**src/rtl/vga_timing_monitor.sv**
```systemverilog
// vga_timing_monitor
// Receive-side checker for generated VGA timing. Samples hSync/vSync on each
// pixel strobe, rebuilds the horizontal/vertical counters, locks after a run of
// well-formed frames and decodes which grid cell the beam is currently inside.
//
// Ports
//   clk          system clock
//   reset        synchronous, active-high
//   pix_en       one-cycle pixel strobe; every sample/update happens only here
//   hSync        active-high line sync
//   vSync        active-high frame sync
//   locked       timing verified, hc_rec/vc_rec trustworthy
//   hc_rec       recovered horizontal count, 0..H_TOTAL-1
//   vc_rec       recovered vertical count, 0..V_TOTAL-1
//   in_cell      locked and beam inside the grid area
//   cell_col     grid column under the beam (0 when !in_cell)
//   cell_row     grid row under the beam (0 when !in_cell)
//   frame_start  one-sample pulse at (0,0) while staying locked
//   err          one-sample pulse on a timing violation while locked
//   err_count    violations seen while locked since reset, saturating at 255

module vga_timing_monitor #(
    parameter int H_TOTAL     = 800,
    parameter int H_SYNC      = 96,
    parameter int V_TOTAL     = 525,
    parameter int V_SYNC      = 2,
    parameter int GRID_X0     = 255,
    parameter int GRID_Y0     = 66,
    parameter int CELL        = 30,
    parameter int CELLS       = 14,
    parameter int LOCK_FRAMES = 2
) (
    input  logic       clk,
    input  logic       reset,
    input  logic       pix_en,
    input  logic       hSync,
    input  logic       vSync,
    output logic       locked,
    output logic [9:0] hc_rec,
    output logic [9:0] vc_rec,
    output logic       in_cell,
    output logic [3:0] cell_col,
    output logic [3:0] cell_row,
    output logic       frame_start,
    output logic       err,
    output logic [7:0] err_count
);

    localparam logic [9:0] H_LAST    = 10'(H_TOTAL - 1);
    localparam logic [9:0] V_LAST    = 10'(V_TOTAL - 1);
    localparam logic [9:0] H_SYNC_W  = 10'(H_SYNC);
    localparam logic [9:0] V_SYNC_W  = 10'(V_SYNC);
    localparam logic [9:0] X0        = 10'(GRID_X0);
    localparam logic [9:0] Y0        = 10'(GRID_Y0);
    localparam logic [9:0] CELL_LAST = 10'(CELL - 1);
    localparam logic [3:0] IDX_LAST  = 4'(CELLS - 1);
    localparam logic [3:0] LOCK_LAST = 4'(LOCK_FRAMES - 1);

    typedef enum logic [1:0] {SEARCH, CHECK, LOCKED} state_t;

    state_t     state;
    logic       h_prev;
    logic       v_prev;
    logic [9:0] h_width;
    logic [9:0] v_width;
    logic [3:0] good_frames;
    logic [9:0] x_sub;
    logic [9:0] y_sub;
    logic [3:0] col_cnt;
    logic [3:0] row_cnt;
    logic       in_x;
    logic       in_y;

    logic       h_rise;
    logic       h_fall;
    logic       v_rise;
    logic       v_fall;
    logic       frame_edge;
    logic       violation;
    logic [9:0] hc_next;
    logic [9:0] vc_next;
    logic [9:0] x_sub_next;
    logic [9:0] y_sub_next;
    logic [3:0] col_next;
    logic [3:0] row_next;
    logic       in_x_next;
    logic       in_y_next;
    logic       cell_hit;
    logic [3:0] col_hit;
    logic [3:0] row_hit;

    assign h_rise     = hSync & ~h_prev;
    assign h_fall     = ~hSync & h_prev;
    assign v_rise     = vSync & ~v_prev;
    assign v_fall     = ~vSync & v_prev;
    assign frame_edge = h_rise & v_rise;

    // Counters only restart through a sync edge; past the last position they
    // hold, and the missing-sync check below reports it.
    always_comb begin
        hc_next = hc_rec;
        if (h_rise) begin
            hc_next = '0;
        end else if (hc_rec != H_LAST) begin
            hc_next = hc_rec + 10'd1;
        end

        vc_next = vc_rec;
        if (frame_edge) begin
            vc_next = '0;
        end else if (h_rise && (vc_rec != V_LAST)) begin
            vc_next = vc_rec + 10'd1;
        end
    end

    // All violation sources are judged against the previous sample's counts
    // and collapse into one flag, so a sample breaking several rules counts once.
    always_comb begin
        violation = 1'b0;
        if (h_rise && (hc_rec != H_LAST))                violation = 1'b1;
        if (!h_rise && (hc_rec == H_LAST))               violation = 1'b1;
        if (h_fall && (h_width != H_SYNC_W))             violation = 1'b1;
        if (v_rise && (!h_rise || (vc_rec != V_LAST)))   violation = 1'b1;
        if (h_rise && !v_rise && (vc_rec == V_LAST))     violation = 1'b1;
        if (v_fall && (v_width != V_SYNC_W))             violation = 1'b1;
    end

    // Cell tracking walks sub-pixel and sub-line counters instead of dividing.
    // The grid-origin match is tested first so an origin at 0 still works.
    always_comb begin
        in_x_next  = in_x;
        x_sub_next = x_sub;
        col_next   = col_cnt;
        if (hc_next == X0) begin
            in_x_next  = 1'b1;
            x_sub_next = '0;
            col_next   = '0;
        end else if (h_rise) begin
            in_x_next  = 1'b0;
            x_sub_next = '0;
            col_next   = '0;
        end else if (in_x) begin
            if (x_sub == CELL_LAST) begin
                x_sub_next = '0;
                if (col_cnt == IDX_LAST) begin
                    in_x_next = 1'b0;
                    col_next  = '0;
                end else begin
                    col_next = col_cnt + 4'd1;
                end
            end else begin
                x_sub_next = x_sub + 10'd1;
            end
        end

        in_y_next  = in_y;
        y_sub_next = y_sub;
        row_next   = row_cnt;
        if (h_rise) begin
            if (vc_next == Y0) begin
                in_y_next  = 1'b1;
                y_sub_next = '0;
                row_next   = '0;
            end else if (frame_edge) begin
                in_y_next  = 1'b0;
                y_sub_next = '0;
                row_next   = '0;
            end else if (in_y) begin
                if (y_sub == CELL_LAST) begin
                    y_sub_next = '0;
                    if (row_cnt == IDX_LAST) begin
                        in_y_next = 1'b0;
                        row_next  = '0;
                    end else begin
                        row_next = row_cnt + 4'd1;
                    end
                end else begin
                    y_sub_next = y_sub + 10'd1;
                end
            end
        end

        cell_hit = in_x_next & in_y_next;
        col_hit  = cell_hit ? col_next : 4'd0;
        row_hit  = cell_hit ? row_next : 4'd0;
    end

    // Lock FSM plus every registered output. Outputs default to their idle
    // values on each strobe and are only driven active by the locked paths,
    // which is what makes err/frame_start single-sample pulses.
    always_ff @(posedge clk) begin
        if (reset) begin
            state       <= SEARCH;
            h_prev      <= 1'b0;
            v_prev      <= 1'b0;
            h_width     <= '0;
            v_width     <= '0;
            good_frames <= '0;
            x_sub       <= '0;
            y_sub       <= '0;
            col_cnt     <= '0;
            row_cnt     <= '0;
            in_x        <= 1'b0;
            in_y        <= 1'b0;
            locked      <= 1'b0;
            hc_rec      <= '0;
            vc_rec      <= '0;
            in_cell     <= 1'b0;
            cell_col    <= '0;
            cell_row    <= '0;
            frame_start <= 1'b0;
            err         <= 1'b0;
            err_count   <= '0;
        end else if (pix_en) begin
            h_prev  <= hSync;
            v_prev  <= vSync;
            hc_rec  <= hc_next;
            vc_rec  <= vc_next;
            x_sub   <= x_sub_next;
            y_sub   <= y_sub_next;
            col_cnt <= col_next;
            row_cnt <= row_next;
            in_x    <= in_x_next;
            in_y    <= in_y_next;

            // hSync width in pixels, vSync width in lines started/seen.
            if (h_rise) begin
                h_width <= 10'd1;
            end else if (hSync && (h_width != 10'h3FF)) begin
                h_width <= h_width + 10'd1;
            end
            if (v_rise) begin
                v_width <= 10'd1;
            end else if (vSync && h_rise && (v_width != 10'h3FF)) begin
                v_width <= v_width + 10'd1;
            end

            locked      <= 1'b0;
            in_cell     <= 1'b0;
            cell_col    <= '0;
            cell_row    <= '0;
            frame_start <= 1'b0;
            err         <= 1'b0;

            case (state)
                SEARCH: begin
                    if (frame_edge) begin
                        state       <= CHECK;
                        good_frames <= '0;
                    end
                end
                CHECK: begin
                    if (violation) begin
                        state <= SEARCH;
                    end else if (frame_edge) begin
                        if (good_frames == LOCK_LAST) begin
                            state    <= LOCKED;
                            locked   <= 1'b1;
                            in_cell  <= cell_hit;
                            cell_col <= col_hit;
                            cell_row <= row_hit;
                        end else begin
                            good_frames <= good_frames + 4'd1;
                        end
                    end
                end
                LOCKED: begin
                    if (violation) begin
                        state <= SEARCH;
                        err   <= 1'b1;
                        if (err_count != 8'hFF) begin
                            err_count <= err_count + 8'd1;
                        end
                    end else begin
                        locked      <= 1'b1;
                        in_cell     <= cell_hit;
                        cell_col    <= col_hit;
                        cell_row    <= row_hit;
                        frame_start <= frame_edge;
                    end
                end
                default: begin
                    state <= SEARCH;
                end
            endcase
        end
    end

endmodule
```
**config.mk**
```make
export PLATFORM = sky130hd
export DESIGN_NAME = vga_timing_monitor
export DESIGN_NICKNAME = d
export VERILOG_FILES = /design/src/rtl/vga_timing_monitor.sv
export SDC_FILE = /design/constraint.sdc
export NUM_CORES = 1
export LEC_CHECK = 0
export CAP_MARGIN = 20
export CELL_PAD_IN_SITES_DETAIL_PLACEMENT = 2
export CELL_PAD_IN_SITES_GLOBAL_PLACEMENT = 2
export CORE_MARGIN = 2
export CORE_UTILIZATION = 38
export DETAILED_ROUTE_END_ITERATION = 6
export GPL_TIMING_DRIVEN = 0
export MAX_ROUTING_LAYER = met4
export PLACE_DENSITY = 0.87
export SLEW_MARGIN = 5
export SYNTH_ARGS = -nofsm -noshare
export SYNTH_HDL_FRONTEND = slang
export SYNTH_SLANG_ARGS = --single-unit
```
**constraint.sdc**
```tcl
create_clock -name clk -period 8.65 [get_ports clk]
set_clock_uncertainty 0.15 [all_clocks]
set_input_delay 1.73 -clock clk [delete_from_list [all_inputs] [get_ports clk]]
set_output_delay 1.73 -clock clk [all_outputs]
set_load 0.005 [all_outputs]
```
## After elaboration in Yosys (flattened, before gate mapping)

Cells that the tools add are included.

- Flip-flop bits (word level): 98
- Input bits: 5
- Word-level logic and storage cells: 174

- Reduce and logical (&&, ||, !) cells: 27
- Muxes and demuxes: 81
- Bitwise operators: 10
- Equality and inequality tests: 25
- Add/subtract/negate cells: 10

Operators with widths:

| operator | number |
|---|---|
| $mux W10 | 16 |
| $mux W4 | 25 |
| $add A10 B1 Y10 const B | 6 |
| $ne A10 B10 Y1 const B | 4 |
| $mux W1 | 29 |
| $pmux W4 S2 | 3 |
| $eq A10 B10 Y1 const B | 2 |
| $eq A10 B5 Y1 const B | 2 |
| $add A4 B1 Y4 const B | 3 |
| $logic_and A1 B1 Y1 | 11 |
| $eq A10 B7 Y1 const B | 1 |
| $eq A10 B8 Y1 const B | 1 |
| $mux W2 | 5 |
| $ne A10 B2 Y1 const B | 1 |
| $ne A10 B7 Y1 const B | 1 |
| $ne A2 B2 Y1 const B | 5 |
| $add A8 B1 Y8 const B | 1 |
| $eq A4 B4 Y1 const B | 2 |
| $ne A8 B8 Y1 const B | 1 |
| $and A1 B1 Y1 | 6 |
| $ne A3 B3 Y1 const B | 2 |
| $pmux W2 S3 | 1 |
| $reduce_and A2 Y1 | 3 |
| $reduce_and A6 Y1 | 1 |
| 13 further kinds | 21 |

## Logic depth before layout (Yosys ltp)

Gate-level depths: netlist (run 1).

- Depth in word-level cells: 14
- Mapped depth: 12
- Mapped depth without buffers: 10

## Worst setup path before layout (run 1)

Ideal clock, no wire load.

- Path type: input -> register
- Start point: input hSync
- End point: register cell_col[0]
- Data arrival time: 3.567 ns
- Cell stages on the path: 7
- Setup time: 0.061 ns
- Path buffers: 1
- Setup slack: 4.872 ns
- Required time: 8.439 ns
- Cell sequence: nor4bb_1 -> buf_4 -> nand3_1 -> a221oi_4 -> nand3_1 -> nor4_4 -> a32o_1

- Word-level cells in the longest chain between the ends: 13
- Elaborated cells on any way between the ends: 38
- Those cells by class: 2 x eq/ne; 22 x mux; 5 x bitwise; 9 x reduce/logical

RTL lines:

| item | line | source |
|---|---|---|
| start: declaration | 36 | `input logic hSync,` |
| $and A1 B1 Y1 | 92 | `assign h_rise = hSync & ~h_prev;` |
| $logic_and A1 B1 Y1 | 111 | `end else if (h_rise && (vc_rec != V_LAST)) begin` |
| $mux W10 | 111 |  |
| $mux W10 | 109 | `if (frame_edge) begin` |
| $eq A10 B7 Y1 | 160 | `if (vc_next == Y0) begin` |
| $mux W1 | 160 |  |
| $mux W1 | 159 | `if (h_rise) begin` |
| $and A1 B1 Y1 | 183 | `cell_hit = in_x_next & in_y_next;` |
| $mux W4 | 184 | `col_hit = cell_hit ? col_next : 4'd0;` |
| $mux W4 | 256 | `if (good_frames == LOCK_LAST) begin` |
| $mux W4 | 255 | `end else if (frame_edge) begin` |
| $mux W4 | 253 | `if (violation) begin` |
| $pmux W4 S2 (*) | 245 | `case (state)` |
| end signal: assignment | 260 | `cell_col <= col_hit;` |
| end signal: assignment | 277 | `cell_col <= col_hit;` |
| end: declaration | 42 | `output logic [3:0] cell_col,` |

Every way passes the cells marked *; elsewhere a longest branch is shown, timed or not.
A chain may end at the register's enable or synchronous reset.

## Worst setup path in the final report (run 1)

- Start point: input vSync
- End point: register cell_col[2]

- Word-level cells in the longest chain between the ends: 12
- Elaborated cells on any way between the ends: 24
- Those cells by class: 1 x eq/ne; 13 x mux; 5 x bitwise; 5 x reduce/logical

RTL lines:

| item | line | source |
|---|---|---|
| start: declaration | 37 | `input logic vSync,` |
| $and A1 B1 Y1 | 94 | `assign v_rise = vSync & ~v_prev;` |
| $and A1 B1 Y1 | 96 | `assign frame_edge = h_rise & v_rise;` |
| $mux W10 | 109 |  |
| $eq A10 B7 Y1 | 160 |  |
| $mux W1 | 160 |  |
| $mux W1 | 159 |  |
| $and A1 B1 Y1 | 183 |  |
| $mux W4 | 184 |  |
| $mux W4 | 256 |  |
| $mux W4 | 255 |  |
| $mux W4 | 253 |  |
| $pmux W4 S2 (*) | 245 |  |

Marks and branches as above.

==> results by group, run 1 <==
Route
  – DR vias: 5484
  – Number of routed nets with antenna violations: 0
  – Detailed Route WL: 19000 microns
  – Post-DR vias/cell: 5.99
  – Remaining routing DRC violations: 0
  – Initial DRC Count: 295
  – Drt pass-1 iters: 4
  – Routed WL per cell: 20.8 microns

Layout
  – Leading cell type in the layout, fill and taps excluded: dfxtp_1
  – Most frequent cells in the layout: dfxtp_1 (98), nor2_1 (81), nand2_1 (69), a21oi_1 (46), clkdlybuf4s50_1 (43)
  – Fillers: 1579
  – Layout cell share with drive strength beyond 1: 7.35%
  – Post-layout net count: 754
  – Diode count: 0
  – Synth-to-Final Area Change: 17.7%

Die
  – Core Rows: 43
  – Initial core utilization: 39.2%
  – Total core area: 14000 sq um
  – Die Span Y: 124 microns
  – Die width: 124 microns
  – # IOs: 45
  – DIE AREA: 15400 sq um

Timing
  – Fin. max-slew vios: 0
  – Setup repair after global routing missed its margin: false
  – Final Worst Setup Slack: 3850 ps
  – Slew headroom: 39.9%
  – Final hold vios: 0
  – Tmin final: 4800 ps
  – Final period util: 55.5%
  – Setup_tns: 0 ps
  – Fmax: 0.208 GHz
  – Slew at the pin closest to its max-slew limit: 893 ps
  – Final setup vio count: 0

Clocking
  – CTS tree: built
  – Post CTS Setup Buffer Count: 0
  – H-tree depth: 3
  – Num Clock Sinks: 98
  – Clock Latency Late Sink: 360 ps
  – Clock buffer depth: 2
  – CTS Hold Buffers Added: 0
  – CTS Root Cell: clkbuf_16
  – Clock slew at reported path FFs: 70 ps
  – Total CTS buffers: 9
  – Post_cts resized: 0

Power
  – PwrDens: 152 nW/um^2
  – Peak supply drop: 0.0963 mV
  – Pleak: 2.20 nW

Synthesis
  – Sequential fraction of the synthesis area: 35.7%
  – Post-synth EDFFs: 0
  – Area share of xor/xnor cells in the synthesized design: 3.03%
  – Async S/R FF share, synth: 0%
  – FF+latch count, synth: 98
  – Synth cell types: 77
  – Syn_area_per_cell: 8.12 sq um
  – Ys Warns: 0
  – Simple-gate share of the synthesized area: 29.5%
  – Post-Synth Adder-Cell Area: 4.33%
  – Post-Syn Area: 5490 sq um
  – Portion of netlist area occupied by mux cells: 0.935%
  – Most used DFF post-synth: dfxtp_1
  – Largest family of logic cells by synthesized area: simple AND/OR/NAND/NOR gates
  – Post-synthesis net count: 700
  – Syn Inst Count: 676
  – Complex-gate fraction of the synthesized area: 21.9%

Placement
  – Buffers on Ports: 43
  – RD Place Congestion: 0.929
  – DP HPWL: 13300 microns
  – Place WS: 3550 ps

Status
  – Status: finished, final reports clean

Setup path
  – Setup CP Type: input port to register
  – Setup crit start: vSync
  – Crit Path Max Fanout: 10
  – CP Data Arrival Time: 4950 ps
  – Critical Path RT: 8800 ps
  – R2R Path Start: hc_rec[0]
  – Crit. End Element: register
  – CP Launch Type: input port

Global route
  – Grt ovf: 0
  – Global-route wire length before repair: 30900 microns
  – Total GRT Usage: 26.7%
  – Vias in the first global route: 5729
  – Initial antenna violation count: 0
  – Largest net degree at the start of global routing: 16

Worst hold path
  – HP Class: register to register
  – Worst Hold Launch: cell_col[3]

Job
  – Max-cap violation count: 0
layer usage:
| layer | routed length (microns) | part of all wire, % | vias to the layer above | track usage, % |
|---|---|---|---|---|
| li1 | - | - | 2576 | - |
| met1 | 8630 | 45 | 2798 | 33.1 |
| met2 | 9590 | 50 | 83 | 45.0 |
| met3 | 407 | 2.1 | 27 | 3.16 |
| met4 | 399 | 2.1 | 0 | 9.27 |
| met5 | 0 | 0 | - | - |
critical path: stages:
cell	delay (ps)
clkdlybuf4s50_1	660
nor4bb_1	440
buf_4	300
nand3_1	190
a221oi_4	570
nand3_1	310
nor4_4	490
a32o_1	250
metrics by stage:
| step | instance area, sq um | std cells | hold WS, ps | power (mW) | util [%] |
|---|---|---|---|---|---|
| after floorplan | 5490 | 676 | 290 | 0.524 | - |
| after global placement | 6140 | 899 | 300 | 0.554 | 43.9 |
| after detailed placement | 6140 | 899 | 315 | 0.558 | 43.9 |
| after CTS | 6460 | 915 | 332 | 0.992 | 46.2 |
| after global routing | 6460 | 915 | 351 | 1.02 | 46.2 |
| final | 6460 | 915 | 324 | 0.984 | 46.2 |
cell families after synthesis:
family,Yosys count
simple gates,310
compound gates,168
flops,98
buf+inv,57
xor+xnor,19
fa+ha+maj,19
mux,5
flip-flops by register name (all words and copies together), names as in the netlist, 8 cells and up:
register and count:
x_sub 10, h_width 10, err_count 8, hc_rec 10, vc_rec 10, v_width 10, y_sub 10
final cells by class:
cell class	instances	area (sq um)	area share [%]
Clock inverter	3	46.3	0.716
Inverter	22	82.6	1.28
Tap cell	180	225	3.49
Clock buffer	13	270	4.18
Multi-Input combinational cell	521	3280	50.7
Buffer	35	168	2.59
Timing Repair Buffer	43	430	6.66
Sequential cell	98	1960	30.4
synthesized netlist by cell type, types with 3 or more instances:
master | number | area share, %
buf_4 | 5 | 0.68
nand3_1 | 34 | 3.1
a311oi_1 | 5 | 0.80
nand4b_1 | 7 | 1.1
o211ai_1 | 4 | 0.55
a41oi_1 | 3 | 0.48
o21ba_2 | 5 | 0.91
nor2b_1 | 7 | 0.80
a32o_1 | 5 | 0.91
nand2b_1 | 5 | 0.57
mux2i_1 | 4 | 0.73
a21o_1 | 5 | 0.68
nor4b_1 | 3 | 0.48
nor4_1 | 8 | 0.91
or4_1 | 3 | 0.41
and3_1 | 14 | 1.6
nand4_1 | 23 | 2.6
or3_1 | 9 | 1.0
a21oi_1 | 46 | 4.2
and4_1 | 4 | 0.64
a211oi_1 | 7 | 0.96
o311ai_2 | 4 | 1.2
nor3_1 | 17 | 1.6
dfxtp_1 | 98 | 36
inv_1 | 22 | 1.5
a22o_1 | 6 | 0.96
ha_1 | 19 | 4.3
buf_1 | 3 | 0.21
nand2_1 | 69 | 4.7
o21ai_0 | 41 | 3.7
a22oi_1 | 5 | 0.68
xor2_1 | 15 | 2.4
or2_2 | 6 | 0.68
o31ai_1 | 7 | 0.96
xnor2_1 | 4 | 0.64
o21a_1 | 4 | 0.55
clkbuf_1 | 23 | 1.6
nor2_1 | 81 | 5.5
where the power goes:
group	total, mW	switching, mW	internal, mW
Combinational	0.0876	0.0602	0.0274
Sequential	0.463	0.00755	0.455
Clock	0.433	0.184	0.249
worst paths after layout:
kind,endpoint,slack (ps),depth (start not counted)
setup reg to reg,cell_col[2],4870,10
setup / recovery,cell_col[2],3850,8
hold reg to reg,cell_col[3],320,1
hold / removal,cell_col[3],320,1
(Power assumes the default switching activity.)
==> inputs of run 2 (changes only) <==
--- a/config.mk
+++ b/config.mk
@@ -9,11 +9,11 @@
 export CELL_PAD_IN_SITES_DETAIL_PLACEMENT = 2
 export CELL_PAD_IN_SITES_GLOBAL_PLACEMENT = 2
 export CORE_MARGIN = 2
-export CORE_UTILIZATION = 38
+export CORE_UTILIZATION = 32
 export DETAILED_ROUTE_END_ITERATION = 6
 export GPL_TIMING_DRIVEN = 0
 export MAX_ROUTING_LAYER = met4
-export PLACE_DENSITY = 0.87
+export PLACE_DENSITY = 0.79
 export SLEW_MARGIN = 5
 export SYNTH_ARGS = -nofsm -noshare
 export SYNTH_HDL_FRONTEND = slang
==> constraint.sdc (replaced) <==
create_clock -name clk -period 4.2 [get_ports clk]
set_clock_uncertainty 0.15 [all_clocks]
set_input_delay 0.84 -clock clk [delete_from_list [all_inputs] [get_ports clk]]
set_output_delay 0.84 -clock clk [all_outputs]
set_load 0.005 [all_outputs]
==> run 2 against run 1 <==
  * Non-clock buffer count unchanged
  * First-iteration DRC count down 28%
  * Final cell count up 4.4%
  * Clock power up 130%
  * Critical path depth unchanged
  * Total power up 120%
  * Utilization down 7.0 points
  * Combinational power up 100%
  * Critical path type unchanged
  * Critical endpoint is now cell_col[0]
==> results by group, run 2 (synthesis gave the netlist of run 1 again) <==
Clocking
  – Post CTS Setup Buffer Count: 0 (unchanged)
  – Num Clock Sinks: 98 (unchanged)
  – H-tree depth: 3 (unchanged)
  – CTS Hold Buffers Added: 0 (unchanged)
  – Post_cts resized: 0 (unchanged)
  – Clock Latency Late Sink: 360 ps (about the same)
  – CTS Root Cell: clkbuf_16
  – CTS tree: built
  – Clock slew at reported path FFs: 70 ps (about the same)
  – Total CTS buffers: 9 (unchanged)
  – Clock buffer depth: 2 (unchanged)

Timing
  – Fin. max-slew vios: 0 (unchanged)
  – Final setup vio count: 0 (unchanged)
  – Final period util: 90.6%
  – Slew at the pin closest to its max-slew limit: 873 ps (-19.5 ps)
  – Final Worst Setup Slack: 397 ps (-3450 ps)
  – Tmin final: 3800 ps
  – Setup repair after global routing missed its margin: false
  – Final hold vios: 0 (unchanged)
  – Setup_tns: 0 ps (unchanged)
  – Fmax: 0.263 GHz
  – Slew headroom: 41.2% (+1.3 points)

Setup path
  – Crit path top cell by count: nand3_1
  – Critical path's slowest cell: clkdlybuf4s50_1
  – R2R Path Start: hc_rec[0]
  – Setup CP Type: input port to register
  – Crit-path cells: clkdlybuf4s50_1, nor4bb_1, buf_4, nand3_1, a221oi_4, nand3_1, nor4_4, a32o_1
  – Critical Path RT: 4350 ps (-4450 ps)
  – Critical Path Max Stage Delay: 620 ps (-40 ps)
  – Sum of buffers and inverters on the critical path: 2 (unchanged)
  – Crit. End Element: register
  – Top delay family on crit path: simple AND/OR/NAND/NOR gates
  – Setup crit start: hSync
  – Crit Path Max Fanout: 10 (unchanged)
  – CP Data Arrival Time: 3960 ps (-990 ps)
  – CP Launch Type: input port

Status
  – Status: finished, final reports clean

Route
  – Remaining routing DRC violations: 0 (unchanged)
  – Post-DR vias/cell: 5.69 (-5.0%)
  – Drt pass-1 iters: 4 (unchanged)
  – Initial DRC Count: 211 (-28%)
  – Detailed Route WL: 18600 microns (-2.1%)
  – DR vias: 5437 (-0.86%)
  – Routed WL per cell: 19.5 microns (-6.2%)
  – Number of routed nets with antenna violations: 0 (unchanged)

Worst hold path
  – Worst Hold Launch: cell_col[3]
  – HP Class: register to register

Placement
  – Placed standard-cell area: 6190 sq um (+0.81%)
  – Buffers on Ports: 43 (unchanged)
  – Placed cell count: 939 (+4.4%)
  – RD Place Congestion: 0.877 (-5.6%)
  – DP HPWL: 13500 microns (+1.5%)
  – Place WS: 23.1 ps (-3530 ps)

Global route
  – Total GRT Usage: 21.9% (-4.8 points)
  – Largest net degree at the start of global routing: 16 (unchanged)
  – Vias in the first global route: 5740 (+0.19%)
  – Grt ovf: 0 (unchanged)
  – Global-route wire length before repair: 31000 microns (+0.42%)
  – Initial antenna violation count: 0 (unchanged)

Die
  – Total core area: 16700 sq um (+19%)
  – Core Rows: 47 (+9.3%)
  – Initial core utilization: 32.9% (-6.4 points)
  – # IOs: 45 (unchanged)
  – Die width: 135 microns (+8.7%)
  – Die Span Y: 135 microns (+8.7%)
  – DIE AREA: 18200 sq um (+18%)

Layout
  – Most frequent cells in the layout: dfxtp_1 (98), nor2_1 (81), nand2_1 (69), a21oi_1 (46), clkdlybuf4s50_1 (43)
  – Diode count: 0 (unchanged)
  – Design Area, Final: 6550 sq um (+1.4%)
  – FF+latch area: 1960 sq um (unchanged)
  – Fillers: 1909 (+21%)
  – Synth-to-Final Area Change: 19.3%
  – Multi-input logic area: 3280 sq um (unchanged)
  – Leading cell type in the layout, fill and taps excluded: dfxtp_1
  – Layout cell share with drive strength beyond 1: 7.35% (unchanged)
  – Finished Layout Cells: 955 (+4.4%)
  – Post-layout net count: 754 (unchanged)

Job
  – Max-cap violation count: 0 (unchanged)

Power
  – PwrDens: 325 nW/um^2 (+110%)
  – Peak supply drop: 0.187 mV (+95%)
  – Pleak: 2.22 nW (+0.77%)
## run 2: cell count changes in the layout (fill, tap and decap cells not counted), sizes merged
cell and delta:
clkbuf -1, clkinv -1, bufinv +2
## run 2: cell type report
cell class | instances | share of cell area (%)
clock inverter | 4 | 1.49
clock buffer | 12 | 3.92
tap | 220 | 4.20
sequential | 98 | 30.0
timing repair buffer | 43 | 6.57
inverter | 22 | 1.26
buffer | 35 | 2.56
multi-input combinational | 521 | 50.0
## run 2: metrics by stage
stage / util (%) / hold WS (ps) / power (mW)
6_report: 39.2 / 323 / 2.13
5_1_grt: 39.2 / 347 / 2.20
4_1_cts: 39.2 / 328 / 2.15
3_5_place_dp: 37.1 / 311 / 1.15
3_3_place_gp: 37.1 / 301 / 1.14
2_1_floorplan: - / 290 / 1.08
## run 2: final timing paths
check / end / cells after the start / slack [ps]
worst max register to register: cell_col[0] / 10 / 440
worst min register to register: cell_col[3] / 1 / 320
worst min-delay path: cell_col[3] / 1 / 320
worst max-delay path: cell_col[0] / 8 / 400
## run 2: power by group
part           internal, mW  total, mW  switching, mW
Clock                 0.616      0.997          0.381
Combinational        0.0563      0.177          0.121
Sequential            0.938      0.953         0.0157
## run 2: metal layers
| layer | share of wire [%] | up-vias | GRT usage (%) | wire length [microns] |
|---|---|---|---|---|
| li1 | - | 2581 | - | - |
| met1 | 45 | 2735 | 26.9 | 8310 |
| met2 | 51 | 97 | 37.8 | 9420 |
| met3 | 3.3 | 24 | 3.00 | 617 |
| met4 | 1.6 | 0 | 6.02 | 290 |
| met5 | 0 | - | - | 0 |
